==> src/rtl/pipe_hazard_ctrl.sv <==
// pipe_hazard_ctrl: sequencing controller for a 5-stage MIPS pipeline.
// It drives the load enables and bubble (flush) controls of the PC, IF_ID,
// ID_EXE, EXE_MEM and MEM_WB registers. It handles these cases:
//   - load-use stalls
//   - taken-branch flushes, with the branch resolved in MEM
//   - data-memory wait states, with a timeout
// It also keeps a saturating stall-cycle counter.
//
// Ports:
//   clock_i, resetn_i              clock, async active-low reset
//   id_rs_i, id_rt_i               source registers of the instruction in ID
//   ex_mem_read_i, ex_rt_i         load in EXE and its destination register
//   branch_taken_i                 branch in MEM resolved taken
//   mem_access_i, mem_ready_i      data-memory access in MEM / completion
//   *_en_o                         register load enables
//   *_flush_o                      load zeros (bubble) at next edge; overrides enable
//   ctrl_state_o                   00 RUN, 01 MEM_WAIT, 10 ERROR
//   timeout_err_o                  sticky memory-timeout flag
//   stall_cycles_o                 saturating count of pc_en=0 cycles outside ERROR
module pipe_hazard_ctrl #(
  parameter int unsigned WAIT_MAX = 15,
  parameter int unsigned CNT_W    = 16
) (
  input  logic             clock_i,
  input  logic             resetn_i,
  input  logic [4:0]       id_rs_i,
  input  logic [4:0]       id_rt_i,
  input  logic             ex_mem_read_i,
  input  logic [4:0]       ex_rt_i,
  input  logic             branch_taken_i,
  input  logic             mem_access_i,
  input  logic             mem_ready_i,
  output logic             pc_en_o,
  output logic             if_id_en_o,
  output logic             id_exe_en_o,
  output logic             exe_mem_en_o,
  output logic             mem_wb_en_o,
  output logic             if_id_flush_o,
  output logic             id_exe_flush_o,
  output logic             exe_mem_flush_o,
  output logic             mem_wb_flush_o,
  output logic [1:0]       ctrl_state_o,
  output logic             timeout_err_o,
  output logic [CNT_W-1:0] stall_cycles_o
);

  typedef enum logic [1:0] {
    StRun     = 2'b00,
    StMemWait = 2'b01,
    StError   = 2'b10
  } state_e;

  state_e           state_q, state_d;
  logic [7:0]       wait_cnt_q, wait_cnt_d;
  logic             timeout_err_q, timeout_err_d;
  logic [CNT_W-1:0] stall_cycles_q, stall_cycles_d;

  logic mstall;
  logic luse;

  assign mstall = mem_access_i & ~mem_ready_i;
  assign luse   = ex_mem_read_i & (ex_rt_i != 5'd0) &
                  ((ex_rt_i == id_rs_i) | (ex_rt_i == id_rt_i));

  // Pipeline controls. Priority is mstall > branch > load-use; a load-use
  // hazard seen during a memory stall is simply re-evaluated once ready.
  always_comb begin
    pc_en_o         = 1'b1;
    if_id_en_o      = 1'b1;
    id_exe_en_o     = 1'b1;
    exe_mem_en_o    = 1'b1;
    mem_wb_en_o     = 1'b1;
    if_id_flush_o   = 1'b0;
    id_exe_flush_o  = 1'b0;
    exe_mem_flush_o = 1'b0;
    mem_wb_flush_o  = 1'b0;
    if (!resetn_i) begin
      // Hold the whole pipeline in bubbles while reset is asserted.
      pc_en_o         = 1'b0;
      if_id_en_o      = 1'b0;
      id_exe_en_o     = 1'b0;
      exe_mem_en_o    = 1'b0;
      mem_wb_en_o     = 1'b0;
      if_id_flush_o   = 1'b1;
      id_exe_flush_o  = 1'b1;
      exe_mem_flush_o = 1'b1;
      mem_wb_flush_o  = 1'b1;
    end else if (state_q == StError) begin
      pc_en_o      = 1'b0;
      if_id_en_o   = 1'b0;
      id_exe_en_o  = 1'b0;
      exe_mem_en_o = 1'b0;
      mem_wb_en_o  = 1'b0;
    end else if (mstall) begin
      // Freeze the front of the pipe; MEM_WB takes a bubble.
      pc_en_o        = 1'b0;
      if_id_en_o     = 1'b0;
      id_exe_en_o    = 1'b0;
      exe_mem_en_o   = 1'b0;
      mem_wb_flush_o = 1'b1;
    end else if (branch_taken_i) begin
      // PC loads the target; the three younger instructions are squashed.
      if_id_flush_o   = 1'b1;
      id_exe_flush_o  = 1'b1;
      exe_mem_flush_o = 1'b1;
    end else if (luse) begin
      pc_en_o        = 1'b0;
      if_id_en_o     = 1'b0;
      id_exe_flush_o = 1'b1;
    end
  end

  always_comb begin
    state_d        = state_q;
    wait_cnt_d     = wait_cnt_q;
    timeout_err_d  = timeout_err_q;
    stall_cycles_d = stall_cycles_q;
    unique case (state_q)
      StRun: begin
        if (mstall) begin
          state_d    = StMemWait;
          wait_cnt_d = 8'd1;
        end else begin
          wait_cnt_d = 8'd0;
        end
      end
      StMemWait: begin
        if (mstall && (wait_cnt_q == 8'(WAIT_MAX))) begin
          state_d       = StError;
          timeout_err_d = 1'b1;
        end else if (mstall) begin
          wait_cnt_d = wait_cnt_q + 8'd1;
        end else begin
          state_d    = StRun;
          wait_cnt_d = 8'd0;
        end
      end
      StError: begin
        timeout_err_d = 1'b1;
      end
      default: begin
        state_d = StRun;
      end
    endcase
    if ((state_q != StError) && !pc_en_o && (stall_cycles_q != {CNT_W{1'b1}})) begin
      stall_cycles_d = stall_cycles_q + 1'b1;
    end
  end

  always_ff @(posedge clock_i or negedge resetn_i) begin
    if (!resetn_i) begin
      state_q        <= StRun;
      wait_cnt_q     <= 8'd0;
      timeout_err_q  <= 1'b0;
      stall_cycles_q <= '0;
    end else begin
      state_q        <= state_d;
      wait_cnt_q     <= wait_cnt_d;
      timeout_err_q  <= timeout_err_d;
      stall_cycles_q <= stall_cycles_d;
    end
  end

  assign ctrl_state_o   = state_q;
  assign timeout_err_o  = timeout_err_q;
  assign stall_cycles_o = stall_cycles_q;

endmodule
==> config.mk <==
export PLATFORM = sky130hd
export DESIGN_NAME = pipe_hazard_ctrl
export DESIGN_NICKNAME = d
export VERILOG_FILES = /design/src/rtl/pipe_hazard_ctrl.sv
export SDC_FILE = /design/constraint.sdc
export NUM_CORES = 1
export LEC_CHECK = 0
export CAP_MARGIN = 0
export CORE_MARGIN = 8
export CORE_UTILIZATION = 55
export DETAILED_ROUTE_END_ITERATION = 10
export DONT_BUFFER_PORTS = 1
export PLACE_DENSITY_LB_ADDON = 0.3
export SLEW_MARGIN = 5
export SYNTH_ARGS = -nofsm -noshare
export SYNTH_HDL_FRONTEND = slang
export SYNTH_SLANG_ARGS = --single-unit
export TNS_END_PERCENT = 5
==> constraint.sdc <==
create_clock -name clock_i -period 2.65 [get_ports clock_i]
set_input_delay 0.265 -clock clock_i [delete_from_list [all_inputs] [get_ports clock_i]]
set_output_delay 0.265 -clock clock_i [all_outputs]
set_load 0.02 [all_outputs]
==> impl_metrics.prom, run 1 <==
# TYPE chip_impl_metric gauge
chip_impl_metric{name="worst-r2r-cell-count",unit=""} 7
chip_impl_metric{name="timing.setup.tns",unit="ns"} 0
chip_impl_metric{name="synth.ff_latch_count",unit=""} 27
chip_impl_info{name="worst_hold_path_type",value="in -> reg"} 1
chip_impl_metric{name="slew_viol_final",unit=""} 0
chip_impl_info{name="status",value="finished clean"} 1
chip_impl_metric{name="io_buffers",unit=""} 0
chip_impl_metric{name="reg2reg_setup_slack",unit="ns"} 0.66
chip_impl_metric{name="worstSkewPairLatency",unit="ns"} 0.31
chip_impl_metric{name="numClockSinks",unit=""} 27
chip_impl_metric{name="number_of_h_tree_levels",unit=""} 1
chip_impl_metric{name="finalClockSkew",unit="ns"} 0.0109
chip_impl_metric{name="layout.nets",unit=""} 190
chip_impl_metric{name="slew_headroom",unit="%"} 55.0
chip_impl_metric{name="postPlaceCellArea",unit="um2"} 1550
chip_impl_metric{name="avgSynthCellArea",unit="um2"} 9.33
chip_impl_metric{name="totalPowerFinal",unit="mW"} 0.938
chip_impl_metric{name="power.share.clock",unit="%"} 18.2
chip_impl_metric{name="grtUsageTotal",unit="%"} 14.2
chip_impl_metric{name="cts-resized-gates",unit=""} 0
chip_impl_metric{name="n_antenna_cell",unit=""} 0
chip_impl_info{name="critPathLaunch",value="ctrl_state_o[0]"} 1
chip_impl_metric{name="cellPowerDensity",unit="nW/um2"} 585
chip_impl_metric{name="detail_route.first_pass.iterations",unit=""} 4
chip_impl_metric{name="initial_core_utilization",unit="%"} 56.8
chip_impl_metric{name="worstPathMaxFanout",unit=""} 16
chip_impl_metric{name="largest_net_degree_at_the_start_of_global_routing",unit=""} 28
chip_impl_info{name="cp_slowest_cell",value="dfrtp_1"} 1
chip_impl_metric{name="vias_per_cell",unit=""} 6.01
chip_impl_info{name="critical_path.cell_chain",value="nand2b_1, and3_1, a21bo_4, inv_1"} 1
chip_impl_metric{name="fmax",unit="GHz"} 0.460
chip_impl_metric{name="fillerInstances",unit=""} 255
chip_impl_metric{name="combinationalPowerShare",unit="%"} 17.5
chip_impl_metric{name="dieArea",unit="um2"} 4750
chip_impl_info{name="crit_path_start_kind",value="flop"} 1
chip_impl_info{name="regToRegEndpoint",value="wait_cnt_q[4]"} 1
chip_impl_info{name="timing_worst_setup_path_type",value="reg -> out"} 1
chip_impl_info{name="worst_setup_path_end_kind",value="primary output"} 1
chip_impl_metric{name="synth-edff-count",unit=""} 0
chip_impl_metric{name="sw_frac_of_total",unit="%"} 34.8
chip_impl_metric{name="synth.yosys.seq_area_share",unit="%"} 43.9
chip_impl_metric{name="post_synthesis_async_set_or_reset_flop_share",unit="%"} 100
chip_impl_metric{name="core-area",unit="um2"} 2710
chip_impl_metric{name="power_frac_seq",unit="%"} 64.3
chip_impl_metric{name="netSwitchingPower",unit="mW"} 0.326
chip_impl_metric{name="internal_power",unit="mW"} 0.611
chip_impl_metric{name="layout-area-overhead-vs-synth",unit="%"} 4.14
chip_impl_metric{name="grt_pass1_wl",unit="mm"} 5.33
chip_impl_metric{name="first_iteration_detailed_routing_drc_count",unit=""} 76
chip_impl_metric{name="top_level_ports",unit=""} 49
chip_impl_metric{name="drc_errors",unit=""} 0
chip_impl_metric{name="cts_setup_buffers",unit=""} 0
chip_impl_metric{name="dieWidth",unit="um"} 68.9
chip_impl_metric{name="timing.max_cap.violations",unit=""} 0
chip_impl_metric{name="final_hold_viol_count",unit=""} 0
chip_impl_metric{name="setup_violations",unit=""} 0
chip_impl_metric{name="global_route.overflow_total",unit=""} 0
chip_impl_metric{name="die_y",unit="um"} 68.9
chip_impl_metric{name="drive_gt1_share",unit="%"} 6.02
chip_impl_metric{name="route.vias.total",unit=""} 1183
chip_impl_info{name="critPathCapture",value="if_id_en_o"} 1
chip_impl_info{name="rsz0062_at_grt",value="no"} 1
chip_impl_metric{name="timing.final.crit_period",unit="ns"} 2.18
chip_impl_metric{name="final_instance_area",unit="um2"} 1600
chip_impl_metric{name="finalCoreUtilization",unit="%"} 59.2
chip_impl_info{name="postSynth.topFlopCell",value="dfrtp_1"} 1
chip_impl_metric{name="vdd.ir_drop.worst",unit="V"} 0.000540
chip_impl_metric{name="holdBufCountCts",unit=""} 2
chip_impl_metric{name="post-route-period-util",unit="%"} 82.1
chip_impl_metric{name="cts_inserted_buffers",unit=""} 3
chip_impl_metric{name="yosysUniqueCellTypes",unit=""} 35
chip_impl_metric{name="std_cell_rows",unit=""} 19
chip_impl_info{name="rr_startpoint",value="wait_cnt_q[0]"} 1
chip_impl_metric{name="synth_warnings",unit=""} 0
chip_impl_metric{name="hpwlAfterDp",unit="mm"} 2.44
chip_impl_metric{name="syn-num-nets",unit=""} 188
chip_impl_info{name="cts_tree",value="built"} 1
chip_impl_metric{name="detail_route.wirelength",unit="mm"} 3.24
chip_impl_metric{name="grt_antenna_before_repair",unit=""} 0
chip_impl_info{name="cts_root_buffer",value="clkbuf_4"} 1
chip_impl_metric{name="leakage",unit="nW"} 0.666
chip_impl_metric{name="tightest_slew",unit="ns"} 0.668
chip_impl_metric{name="timing.critical_path.arrival",unit="ns"} 1.91
chip_impl_metric{name="max_root_sink_buffers",unit=""} 2
chip_impl_metric{name="synthesis.instances",unit=""} 165
chip_impl_metric{name="detail_route.wl_per_cell",unit="um"} 16.4
chip_impl_metric{name="synthesis.area",unit="um2"} 1540
chip_impl_metric{name="grt_pass1_vias",unit=""} 1168
chip_impl_metric{name="detail-route-antenna-nets",unit=""} 0
chip_impl_metric{name="cts.clk_slew.worst_paths",unit="ns"} 0.13
chip_impl_metric{name="cp.required",unit="ns"} 2.38
chip_impl_metric{name="max_stage_delay",unit="ns"} 0.59
chip_impl_metric{name="place_congestion",unit=""} 0.768
-- per-stage QoR --
| step | hold slack (ns) | worst slack, ns | cells |
|---|---|---|---|
| finish | 0.314 | 0.474 | 197 |
| global route | 0.336 | 0.346 | 197 |
| CTS | 0.304 | 0.456 | 197 |
| detailed placement | -0.0297 | 0.685 | 191 |
| global placement | -0.0298 | 0.707 | 191 |
| floorplan | -0.0306 | 0.575 | 165 |
-- routing by layer --
layer  up-vias  track usage, %  part of all wire (%)
li1        574               -                     -
met1       574            16.8                    41
met2        31            24.7                    50
met3         4            4.20                   8.5
met4         0            3.01                  0.56
met5         -               0                     0
-- how the worst min path moves through the flow --
stage	startpoint	to	slack, ns	cells after the start
after detailed placement	resetn_i	ctrl_state_o[0]	-0.03	0
after global routing	mem_access_i	ctrl_state_o[0]	0.34	2
after global placement	resetn_i	ctrl_state_o[0]	-0.03	0
after CTS	mem_access_i	ctrl_state_o[0]	0.30	2
final	mem_access_i	ctrl_state_o[0]	0.31	2
after floorplan	resetn_i	ctrl_state_o[0]	-0.03	0
-- cell usage after synthesis, drive strengths merged, types with 2 or more instances --
cell / count / area, um2
a31oi: 3 / 18.8
and2: 3 / 18.8
and3: 7 / 43.8
buf: 5 / 38.8
clkbuf: 2 / 7.51
dfrtp: 27 / 676
ha: 2 / 25.0
inv: 2 / 7.51
nand2: 15 / 56.3
nand2b: 5 / 31.3
nand3: 17 / 85.1
nand3b: 2 / 15.0
nand4: 6 / 37.5
nand4b: 2 / 17.5
nor2: 14 / 52.6
nor3: 3 / 15.0
o21ai: 11 / 58.8
xnor2: 25 / 219
-- kinds of logic after synthesis --
kind of cell / count (synthesis) / share of synthesized area (%)
and+or+nand+nor: 80 / 27.0
DFF: 27 / 43.9
xor gates and xnor gates: 26 / 14.8
AOI/OAI and AO/OA: 20 / 8.53
buffers and inverters: 9 / 3.49
adders and majority gates: 2 / 1.62
muxes: 1 / 0.731
-- flip-flops by register name (all words and copies together), names as in the netlist --
name / cells
stall_cycles_o: 16
wait_cnt_q: 8
ctrl_state_o: 2
timeout_err_o: 1
-- power groups by stage --
stage	clock [mW]	combinational, mW	sequential (mW)
final	0.170	0.164	0.603
after global routing	0.190	0.187	0.617
after CTS	0.179	0.167	0.606
after detailed placement	0	0.154	0.613
after global placement	0	0.150	0.610
after floorplan	0	0.144	0.591
-- layout by cell type (no fill, tap or decap), drive strengths merged, types with 3 or more instances in the layout --
cell type  synthesis  routed
a31oi              3       3
nand4              6       6
clkbuf             2       4
dfrtp             27      27
nor2              14      14
nand2b             5       5
o21ai             11      11
xnor2             25      25
buf                5       3
and3               7       7
nor3               3       3
and2               3       3
nand2             15      15
nand3             17      17
-- worst max-delay path: cells and delay by family (launching register included) --
kind | cells | cell delay (ns)
and+or+nand+nor | 2 | 0.42
DFF | 1 | 0.59
AOI/OAI and AO/OA | 1 | 0.30
buffers and inverters | 1 | 0.29
-- layout make-up --
cell class / instances / area (um2) / share of cell area [%]
Clock buffer: 4 / 26.3 / 1.64
Inverter: 2 / 7.51 / 0.468
Multi-Input combinational cell: 129 / 811 / 50.5
Sequential cell: 27 / 676 / 42.1
Tap cell: 31 / 38.8 / 2.42
Timing Repair Buffer: 4 / 45.0 / 2.81
Note: power is estimated with default switching activity, not from simulation.
==> inputs of run 2 (changes only) <==
==> constraint.sdc (replaced) <==
create_clock -name clock_i -period 1.9 [get_ports clock_i]
set_input_delay 0.19 -clock clock_i [delete_from_list [all_inputs] [get_ports clock_i]]
set_output_delay 0.19 -clock clock_i [all_outputs]
set_load 0.02 [all_outputs]
==> impl_metrics.prom, run 2 (synthesis results as in run 1) <==
# TYPE chip_impl_metric gauge
chip_impl_metric{name="drive_gt1_share",unit="%"} 19.6
chip_impl_metric{name="io_buffers",unit=""} 0
chip_impl_metric{name="placedCellCount",unit=""} 214
chip_impl_metric{name="largest_register_ff_count",unit=""} 16
chip_impl_metric{name="layout-area-overhead-vs-synth",unit="%"} 16.3
chip_impl_metric{name="timing.critical_path.arrival",unit="ns"} 1.57
chip_impl_metric{name="number_of_h_tree_levels",unit=""} 1
chip_impl_metric{name="route.vias.total",unit=""} 1285
chip_impl_info{name="final_common_cell",value="dfrtp_1"} 1
chip_impl_metric{name="worst-path-buf-inv",unit=""} 1
chip_impl_metric{name="footprint_of_the_multi_input_gates",unit="um2"} 818
chip_impl_metric{name="detail_route.first_pass.iterations",unit=""} 4
chip_impl_metric{name="numClockSinks",unit=""} 27
chip_impl_metric{name="setup_violations",unit=""} 0
chip_impl_info{name="cts_root_buffer",value="clkbuf_4"} 1
chip_impl_metric{name="stdcell_count",unit=""} 220
chip_impl_metric{name="totalPowerFinal",unit="mW"} 1.46
chip_impl_metric{name="place_congestion",unit=""} 0.822
chip_impl_metric{name="global_route.overflow_total",unit=""} 0
chip_impl_metric{name="grt_pass1_wl",unit="mm"} 6.18
chip_impl_metric{name="n_antenna_cell",unit=""} 0
chip_impl_metric{name="initial_core_utilization",unit="%"} 56.8
chip_impl_metric{name="detail_route.wl_per_cell",unit="um"} 16.4
chip_impl_metric{name="fmax",unit="GHz"} 0.567
chip_impl_metric{name="fillerInstances",unit=""} 227
chip_impl_metric{name="grtUsageTotal",unit="%"} 16.8
chip_impl_metric{name="layout.nets",unit=""} 213
chip_impl_metric{name="first_iteration_detailed_routing_drc_count",unit=""} 124
chip_impl_metric{name="internal_power",unit="mW"} 0.950
chip_impl_metric{name="timing.final.ws_setup",unit="ns"} 0.137
chip_impl_metric{name="slew_viol_final",unit=""} 0
chip_impl_info{name="cp_top_family",value="simple AND/OR/NAND/NOR gates"} 1
chip_impl_info{name="critical_path.cell_chain",value="nand2b_1, and3_2, a21bo_4, clkinvlp_4"} 1
chip_impl_metric{name="worstSkewPairLatency",unit="ns"} 0.33
chip_impl_metric{name="tightest_slew",unit="ns"} 0.385
chip_impl_metric{name="grt_antenna_before_repair",unit=""} 0
chip_impl_metric{name="grt_pass1_vias",unit=""} 1363
chip_impl_metric{name="final_hold_viol_count",unit=""} 0
chip_impl_metric{name="power.share.clock",unit="%"} 17.5
chip_impl_metric{name="hpwlAfterDp",unit="mm"} 2.78
chip_impl_metric{name="vias_per_cell",unit=""} 5.84
chip_impl_metric{name="detail_route.wirelength",unit="mm"} 3.62
chip_impl_metric{name="worst_hold_slack_across_all_endpoints",unit="ns"} 0.228
chip_impl_info{name="cp_slowest_cell",value="dfrtp_1"} 1
chip_impl_metric{name="vdd.ir_drop.worst",unit="V"} 0.000814
chip_impl_metric{name="core-area",unit="um2"} 2710
chip_impl_metric{name="cp.required",unit="ns"} 1.71
chip_impl_metric{name="postPlaceCellArea",unit="um2"} 1730
chip_impl_metric{name="final_instance_area",unit="um2"} 1790
chip_impl_metric{name="largest_net_degree_at_the_start_of_global_routing",unit=""} 28
chip_impl_metric{name="max_stage_delay",unit="ns"} 0.41
chip_impl_metric{name="sw_frac_of_total",unit="%"} 34.8
chip_impl_info{name="layout.cells.most_common_list",value="dfrtp_1, xnor2_1, buf_4, nand3_1, nand2_1"} 1
chip_impl_metric{name="std_cell_rows",unit=""} 19
chip_impl_metric{name="drc_errors",unit=""} 0
chip_impl_metric{name="cts_inserted_buffers",unit=""} 3
chip_impl_metric{name="timing.max_cap.violations",unit=""} 0
chip_impl_metric{name="dieArea",unit="um2"} 4750
chip_impl_metric{name="detail-route-antenna-nets",unit=""} 0
chip_impl_metric{name="power_frac_seq",unit="%"} 47.5
chip_impl_metric{name="finalClockSkew",unit="ns"} 0.0123
chip_impl_info{name="cts_tree",value="built"} 1
chip_impl_metric{name="worstPathMaxFanout",unit=""} 4
chip_impl_info{name="worst_setup_path_end_kind",value="primary output"} 1
chip_impl_info{name="timing_worst_setup_path_type",value="reg -> out"} 1
chip_impl_metric{name="timing.final.crit_period",unit="ns"} 1.76
chip_impl_metric{name="post-place-ws",unit="ns"} 0.130
chip_impl_metric{name="cellPowerDensity",unit="nW/um2"} 813
chip_impl_metric{name="die_y",unit="um"} 68.9
chip_impl_metric{name="cts.clk_slew.worst_paths",unit="ns"} 0.14
chip_impl_info{name="status",value="finished clean"} 1
chip_impl_metric{name="dieWidth",unit="um"} 68.9
chip_impl_metric{name="max_root_sink_buffers",unit=""} 2
chip_impl_metric{name="finalCoreUtilization",unit="%"} 66.1
chip_impl_metric{name="slew_headroom",unit="%"} 74.3
chip_impl_metric{name="leakage",unit="nW"} 0.779
chip_impl_info{name="worst_hold_path_type",value="in -> reg"} 1
chip_impl_metric{name="timing.setup.tns",unit="ns"} 0
chip_impl_metric{name="top_level_ports",unit=""} 49
chip_impl_info{name="crit_path_start_kind",value="flop"} 1
chip_impl_metric{name="combinationalPowerShare",unit="%"} 35.0
chip_impl_metric{name="netSwitchingPower",unit="mW"} 0.507
chip_impl_metric{name="sequential_cell_area",unit="um2"} 676
chip_impl_metric{name="post-route-period-util",unit="%"} 92.8
[run 2: cell count changes in the layout (fill, tap and decap cells not counted), sizes merged]
cell,delta
buf,+23
clkinvlp,+2
clkbuf,-1
inv,-1
[run 2: tightest hold or removal path: cells and delay by family]
| kind | cells | cell delay [ns] |
|---|---|---|
| buf+inv | 1 | 0.16 |
| simple gates | 2 | 0.17 |
[run 2: area by class of cell]
class	count	share of cell area [%]
inverters	2	0.628
repair buffers	27	12.2
well taps	31	2.16
clock buffers	3	1.26
flip-flops and latches	27	37.7
multi-input cells	129	45.7
clock inverters	1	0.419
[run 2: worst paths after layout]
check	cells after the start	from	endpoint	slack, ns
worst max register to register	6	ctrl_state_o[0]	stall_cycles_o[1]	0.14
worst min-delay path	3	mem_access_i	ctrl_state_o[0]	0.23
max in group asynchronous	2	resetn_i	stall_cycles_o[2]	1.46
worst min register to register	1	wait_cnt_q[2]	wait_cnt_q[2]	0.54
worst max-delay path	4	ctrl_state_o[0]	if_id_en_o	0.14
min in group asynchronous	2	resetn_i	stall_cycles_o[4]	0.28
[run 2: power by group through the flow]
stage	sequential [mW]	clock (mW)	combinational [mW]
final	0.692	0.254	0.510
after global routing	0.703	0.288	0.556
after CTS	0.693	0.270	0.517
after detailed placement	0.704	0	0.496
after global placement	0.696	0	0.480
after floorplan	0.824	0	0.202
[run 2: layer usage]
layer  global-route usage (%)  routed length (um)  vias up  share of wire, %
met2                     30.7                2020       27                56
li1                         -                   -      621                 -
met3                     3.88                 184        4               5.1
met5                        0                   0        -                 0
met4                     5.76                  45        0               1.2
met1                     18.6                1370      633                38
[run 2: what timing repair did]
action	CTS	global route
gates resized for setup	0	1
endpoints found under the setup margin	2	5
hold buffers	2	0
setup buffers	1	0
endpoints found under the hold margin	27	0
